===== src/rtl/nco_phase_gen.sv =====
// Phase accumulator NCO. It ticks at a programmable sample rate, folds each phase into
// the CORDIC range of +/-90 degrees, and emits the folded angle over a valid/ready handshake.
module nco_phase_gen #(
    parameter int PHASE_WIDTH = 32,
    parameter int DIV_WIDTH   = 16
) (
    input  logic                   clk,
    input  logic                   rst_in,
    input  logic                   enable,
    input  logic                   phase_clr,
    input  logic [PHASE_WIDTH-1:0] fcw_in,
    input  logic                   fcw_load,
    input  logic [DIV_WIDTH-1:0]   div_in,
    output logic [PHASE_WIDTH-1:0] angle_out,
    output logic [1:0]             quadrant_out,
    output logic                   negate_out,
    output logic                   sample_valid,
    input  logic                   sample_ready,
    output logic                   overrun,
    input  logic                   overrun_clr
);

    localparam logic [DIV_WIDTH-1:0] CNT_ONE = DIV_WIDTH'(1);

    logic [PHASE_WIDTH-1:0] phase_q, phase_d;
    logic [PHASE_WIDTH-1:0] fcw_act_q, fcw_act_d;
    logic [PHASE_WIDTH-1:0] fcw_pend_q, fcw_pend_d;
    logic                   pend_q, pend_d;
    logic [DIV_WIDTH-1:0]   cnt_q, cnt_d;
    logic [PHASE_WIDTH-1:0] angle_q, angle_d;
    logic [1:0]             quad_q, quad_d;
    logic                   neg_q, neg_d;
    logic                   valid_q, valid_d;
    logic                   ovr_q, ovr_d;

    logic [DIV_WIDTH-1:0]   div_last;
    logic                   tick;
    logic                   fold_neg;

    // A divider of 0 behaves like 1. Using >= rather than == makes a shrunken divider
    // tick on the next enabled cycle.
    assign div_last = (div_in == '0) ? '0 : div_in - CNT_ONE;
    assign tick     = enable && !phase_clr && (cnt_q >= div_last);
    assign fold_neg = phase_q[PHASE_WIDTH-1] ^ phase_q[PHASE_WIDTH-2];

    always_comb begin
        phase_d    = phase_q;
        fcw_act_d  = fcw_act_q;
        fcw_pend_d = fcw_pend_q;
        pend_d     = pend_q;
        cnt_d      = cnt_q;
        angle_d    = angle_q;
        quad_d     = quad_q;
        neg_d      = neg_q;
        valid_d    = valid_q;
        ovr_d      = ovr_q;

        if (phase_clr) begin
            phase_d = '0;
            cnt_d   = '0;
        end else if (tick) begin
            phase_d = phase_q + fcw_act_q;
            cnt_d   = '0;
        end else if (enable) begin
            cnt_d = cnt_q + CNT_ONE;
        end

        // The sample leaves with the pre-increment phase. Quadrants 1 and 2 are rotated by
        // 180 degrees, and the waveform stage undoes that rotation by negating.
        if (tick) begin
            quad_d  = phase_q[PHASE_WIDTH-1:PHASE_WIDTH-2];
            neg_d   = fold_neg;
            angle_d = {phase_q[PHASE_WIDTH-1] ^ fold_neg, phase_q[PHASE_WIDTH-2:0]};
            valid_d = 1'b1;
        end else if (valid_q && sample_ready) begin
            valid_d = 1'b0;
        end

        if (tick && valid_q && !sample_ready) begin
            ovr_d = 1'b1;
        end else if (overrun_clr) begin
            ovr_d = 1'b0;
        end

        // A pending word is promoted at a tick. A load on that same cycle waits for the next tick.
        if (tick && pend_q) begin
            fcw_act_d = fcw_pend_q;
            pend_d    = 1'b0;
        end
        if (fcw_load) begin
            fcw_pend_d = fcw_in;
            pend_d     = 1'b1;
        end
    end

    always_ff @(posedge clk or posedge rst_in) begin
        if (rst_in) begin
            phase_q    <= '0;
            fcw_act_q  <= '0;
            fcw_pend_q <= '0;
            pend_q     <= 1'b0;
            cnt_q      <= '0;
            angle_q    <= '0;
            quad_q     <= '0;
            neg_q      <= 1'b0;
            valid_q    <= 1'b0;
            ovr_q      <= 1'b0;
        end else begin
            phase_q    <= phase_d;
            fcw_act_q  <= fcw_act_d;
            fcw_pend_q <= fcw_pend_d;
            pend_q     <= pend_d;
            cnt_q      <= cnt_d;
            angle_q    <= angle_d;
            quad_q     <= quad_d;
            neg_q      <= neg_d;
            valid_q    <= valid_d;
            ovr_q      <= ovr_d;
        end
    end

    assign angle_out    = angle_q;
    assign quadrant_out = quad_q;
    assign negate_out   = neg_q;
    assign sample_valid = valid_q;
    assign overrun      = ovr_q;

endmodule


===== config.mk =====
export PLATFORM = sky130hd
export DESIGN_NAME = nco_phase_gen
export DESIGN_NICKNAME = d
export VERILOG_FILES = /design/src/rtl/nco_phase_gen.sv
export SDC_FILE = /design/constraint.sdc
export NUM_CORES = 1
export LEC_CHECK = 0
export ABC_AREA = 1
export CORE_MARGIN = 1
export CORE_UTILIZATION = 58
export CTS_CLUSTER_SIZE = 28
export DETAILED_ROUTE_END_ITERATION = 6
export PLACE_DENSITY = 0.8
export SYNTH_ARGS = -nofsm -noshare
export SYNTH_HDL_FRONTEND = slang
export SYNTH_SLANG_ARGS = --single-unit

===== constraint.sdc =====
create_clock -name clk -period 6.54 [get_ports clk]
set_clock_uncertainty 0.15 [all_clocks]
set_input_delay 1.308 -clock clk [delete_from_list [all_inputs] [get_ports clk]]
set_output_delay 1.308 -clock clk [all_outputs]
set_load 0.005 [all_outputs]

Word level (Yosys, flattened, before mapping)
Index checks and enable logic that the tools add are counted.

cells by class
  div/mod/pow operators = 0
  muxes and demuxes = 12
  bitwise logic cells = 2
  multiply operators = 0
  equal/unequal tests = 0
  reduce and logical (&&, ||, !) cells = 14
  add/sub/neg operators = 3
  shifts and indexed selects = 0
  magnitude comparators = 1

operators by type and width
  cell                                                                   count
  16-bit two-way mux                                                     4
  32-bit two-way mux                                                     2
  32-bit adder                                                           1
  16-bit by 1-bit adder with 16-bit output (second input constant)       1
  16-bit greater-or-equal comparator                                     1
  16-bit logical NOT                                                     1
  16-bit by 1-bit subtractor with 16-bit output (second input constant)  1
  2-bit nonzero test                                                     4
  1-bit logical AND                                                      6
  1-bit two-way mux                                                      6
  3-bit nonzero test                                                     1
  1-bit logical NOT                                                      2
  1-bit bitwise XOR                                                      2

storage, ports and cells
  latch bits = 0
  input port bits = 55
  memory bits (writable) = 0
  ROM bits = 0
  memories = 0
  register bits = 150
  logic and storage cells = 42
  output and inout port bits = 37

Logic depth before layout (Yosys ltp)
  depth after elaboration = 7
  depth in mapped cells = 23
  gate-level depth less buffers = 21

Least setup slack after synthesis
No wires, ideal clock.

  path type = input to register
  start = input port div_in[5]
  end = register phase_q[1]
  path buffers = 2
  stages on the path = 20
  arrival time = 3618 ps
  setup slack = 2654 ps
  cells stage by stage = or2_1 > nor3_4 > nand3_2 > nor2_1 > nand2_1 > xnor2_1 > nand2_1 > ha_1 > nand2_1 > inv_1 > o21ai_1 > nand2_1 > a21oi_1 > nand3_2 > nand2_2 > buf_12 > inv_8 > buf_12 > nand2_1 > nand2_1

on the way
  word-level cells in the longest chain between the ends = 5
  elaborated cells on any way between the ends = 6
  those cells by class = 1 x add/sub; 1 x order compare; 1 x mux; 3 x reduce/logical

ends and longest elaborated chain
  item                                                                                 RTL line  RTL
  from (decl)                                                                          13        input logic [DIV_WIDTH-1:0] div_in,
  16-bit by 1-bit subtractor with 16-bit output or 16-bit logical NOT (tied branches)  42        assign div_last = (div_in == '0) ? '0 : div_in - CNT_ONE;
  16-bit two-way mux *                                                                 42
  16-bit greater-or-equal comparator *                                                 43        assign tick = enable && !phase_clr && (cnt_q >= div_last);
  1-bit logical AND *                                                                  43
  2-bit nonzero test (no line) *                                                       n/a
  to (signal assigned)                                                                 109       phase_q <= phase_d;
  to (decl)                                                                            25        logic [PHASE_WIDTH-1:0] phase_q, phase_d;

Every way passes the cells marked *; elsewhere a longest branch is shown, timed or not.
A chain may end at the register's enable or synchronous reset.

Worst setup path after layout
  start = input port div_in[7]
  end = register phase_q[19]

Same word-level chain as after synthesis.

==> impl_metrics.tcl <==
set metrics [dict create \
    p_per_area_nw_per_um2 187 \
    synth.area.top_cells "dfrtp_1 (41%), nand2_1 (20%), inv_1 (8.0%), ha_1 (6.8%), o21ai_0 (4.5%)" \
    routed_via_density 5.04 \
    grt_usage 0.276 \
    synth-simple-area-share 0.311 \
    drive_gt1_frac 0.0393 \
    io_pins 92 \
    io_buffer_count 91 \
    fin_crit_sh 0.748 \
    syn-num-nets 1387 \
    finalMaxSlewViolations 0 \
    hp-class "reg2reg" \
    core-area_um2 15300 \
    maxCapViolCount 0 \
    drt_wl_total_mm 20.6 \
    die_y_um 128 \
    synth-edff-count 0 \
    antenna_cells 0 \
    finalSetupTns_ns 0 \
    place.gp.congestion 0.955 \
    worstPathArrival_ns 5.08 \
    synth_top_area_cell "dfrtp_1" \
    htreeDepth 4 \
    cp.required_ns 6.73 \
    synth_xor_area_frac 0.0315 \
    grt_pass1_vias 7416 \
    period_minus_slack_ns 4.89 \
    fin_cells 1584 \
    start_util 0.599 \
    max_freq_mhz 204 \
    synth_mux_area_frac 0 \
    avgSynthCellArea_um2 7.16 \
    cts_tree "done" \
    globalRouteOverflowTotal 0 \
    ir_worst_vdd_mv 0.168 \
    yosys_warnings 0 \
    synthCells 1281 \
    synth_compound_gate_area_share 0.0725 \
    crit_path_frequent_cell "nor2_1" \
    drt_iter0_drc 621 \
    cts_sinks 149 \
    crit_type "in2reg" \
    rsz0062_at_grt "no" \
    dominantRegCellSynth "dfrtp_1" \
    max-slew-margin-rel 0.219 \
    drcViolationCount 0 \
    cp_slowest_cell "nand2_2" \
    worst_pin_slew_ns 1.16 \
    ant_nets 0 \
    holdBufCountCts 0 \
    worst_setup_path_start_kind "input pin" \
    grt_max_degree 101 \
    clock-root-buffer "clkbuf_16" \
    clk_pin_slew_ns 0.06 \
    path_cells "clkdlybuf4s50_1 > nor2_1 > inv_1 > nor3_1 > nand4_1 > inv_1 > a31oi_1 > o21ai_0 > ha_1 > a21oi_1 > nor2_1 > nor2_1 > nand2_1 > nand2_1 > nand3_2 > nand2_2 > buf_12 > nand3_1 > o21ai_0" \
    cts_setup_buffers 0 \
    worst-path-max-fanout 59 \
    routedWlPerCell_um 13.0 \
    ys_async_sr_fraction 1.00 \
    setup_viol 0 \
    synthAdderAreaFrac 0.0704 \
    dieWidth_um 128 \
    cts_repair_resize_count 0 \
    dp_hpwl_mm 15.3 \
    dieArea_um2 16300 \
    grt_pass1_wl_mm 35.1 \
    netlist_area_um2 9180 \
    routed-via-count 7982 \
    clk_latency_ns 0.43 \
    rows 45 \
    critPathCaptureType "flip-flop" \
    synth_top_area_share 0.406 \
    ys_types 36 \
    synth_seq_area_share 0.406 \
    synth_top_family_by_area "simple AND/OR/NAND/NOR gates" \
    areaGrowthSynthToFinish_pct 16.7 \
    ys_ff_latch 149 \
    leakagePower_nw 5.73 \
    cts_made_buffers 17 \
    antenna_found_initial 0 \
    finalHoldViolCount 0 \
    nNetsFinal 1466 \
    first_pass_iters 5 \
    status "completed" \
    dp_cells 1552 \
    slowest_delay_ns 0.57 \
    clockBufferDepth 2 \
]
## cells in the final DEF, fill, tap and decap left out, drive strengths merged, types with 2 or more instances in the layout
cell / n
nand4: 13
ha: 50
clkinvlp: 5
and2: 3
a21o: 4
a21oi: 24
xnor2: 19
inv: 196
clkbuf: 20
xor2: 14
or2: 2
clkinv: 8
buf: 3
nand3b: 11
nor3: 8
o21ai: 97
nand3: 74
dfrtp: 149
nand2: 481
nor2: 96
clkdlybuf4s50: 90
## sequential cells by signal, indices dropped and copies added, names as in the netlist, 16 cells and up
name,flops
fcw_pend_q,32
angle_out,32
phase_q,32
cnt_q,16
fcw_act_q,32
## per-stage QoR
step | util | setup slack [ns] | power, mW | instance area, µm² | hold slack (ns)
floorplan | - | 1.07 | 1.04 | 9180 | 0.307
global placement | 0.662 | 1.41 | 1.09 | 10100 | 0.315
detailed placement | 0.662 | 1.26 | 1.09 | 10100 | 0.315
CTS | 0.699 | 1.69 | 2.02 | 10700 | 0.331
global route | 0.699 | 1.20 | 2.08 | 10700 | 0.343
finish | 0.699 | 1.65 | 2.00 | 10700 | 0.329
## synthesized netlist by cell type (2+ instances only)
cell	n
nand4_1	13
nand2_1	479
a21o_1	4
nand3_1	63
buf_4	5
buf_12	2
xor2_1	14
clkbuf_1	15
nor3_1	7
nand3b_1	11
nand3_2	10
inv_1	195
nor2_1	95
buf_6	8
o21ai_1	15
clkinv_1	2
o21ai_0	82
dfrtp_1	149
ha_1	50
and2_1	3
buf_2	3
a21oi_1	24
xnor2_1	19
## final timing paths
path	slack [ns]	start	endpoint	cells after the start
worst max-delay path	1.65	div_in[7]	phase_q[19]$_DFFE_PP0P_	19
worst min-delay path	0.33	quadrant_out[1]$_DFFE_PP0P_	quadrant_out[1]$_DFFE_PP0P_	2
worst max register to register	3.82	cnt_q[14]$_DFFE_PP0P_	phase_q[19]$_DFFE_PP0P_	11
worst min register to register	0.33	quadrant_out[1]$_DFFE_PP0P_	quadrant_out[1]$_DFFE_PP0P_	2
max in group asynchronous	3.75	rst_in	cnt_q[10]$_DFFE_PP0P_	3
min in group asynchronous	1.29	rst_in	angle_out[5]$_DFFE_PP0P_	2
## worst max-delay path, delay by kind of cell
| kind | cells | cell delay [ns] |
|---|---|---|
| buf+inv | 4 | 1.13 |
| simple gates | 10 | 1.91 |
| fa+ha+maj | 1 | 0.26 |
| compound gates | 4 | 0.42 |
## report_power, final
group	internal [mW]	leakage [nW]	total, mW	switching (mW)
sequential	0.943	2.02	0.950	0.00745
combinational	0.0515	3.44	0.124	0.0722
clock	0.550	0.270	0.931	0.381
total	1.54	5.73	2.00	0.460
## final cells by class
class | instances | area (µm²)
well taps | 211 | 264
inverters | 198 | 756
repair buffers | 93 | 933
clock inverters | 12 | 105
clock buffers | 20 | 467
fillers | 1293 | 4600
multi-input cells | 901 | 4460
flip-flops and latches | 149 | 3730
## logic make-up (layout without fill, tap and decap cells)
| group | count (synthesis) | count (layout) |
|---|---|---|
| adder cells (fa/ha/maj) | 51 | 51 |
| AO/OA/AOI/OAI | 129 | 129 |
| flip-flops | 149 | 149 |
| XOR/XNOR | 33 | 33 |
| AND/OR/NAND/NOR | 688 | 688 |
| buffers and inverters | 231 | 323 |
## routing by layer
layer	track usage	vias up	wire, µm
li1	-	4122	-
met3	0.0455	33	1300
met2	0.417	243	8820
met1	0.403	3584	10000
met4	0.0941	0	394
met5	0	-	0
No activity file was read; power rests on OpenSTA's default activity.
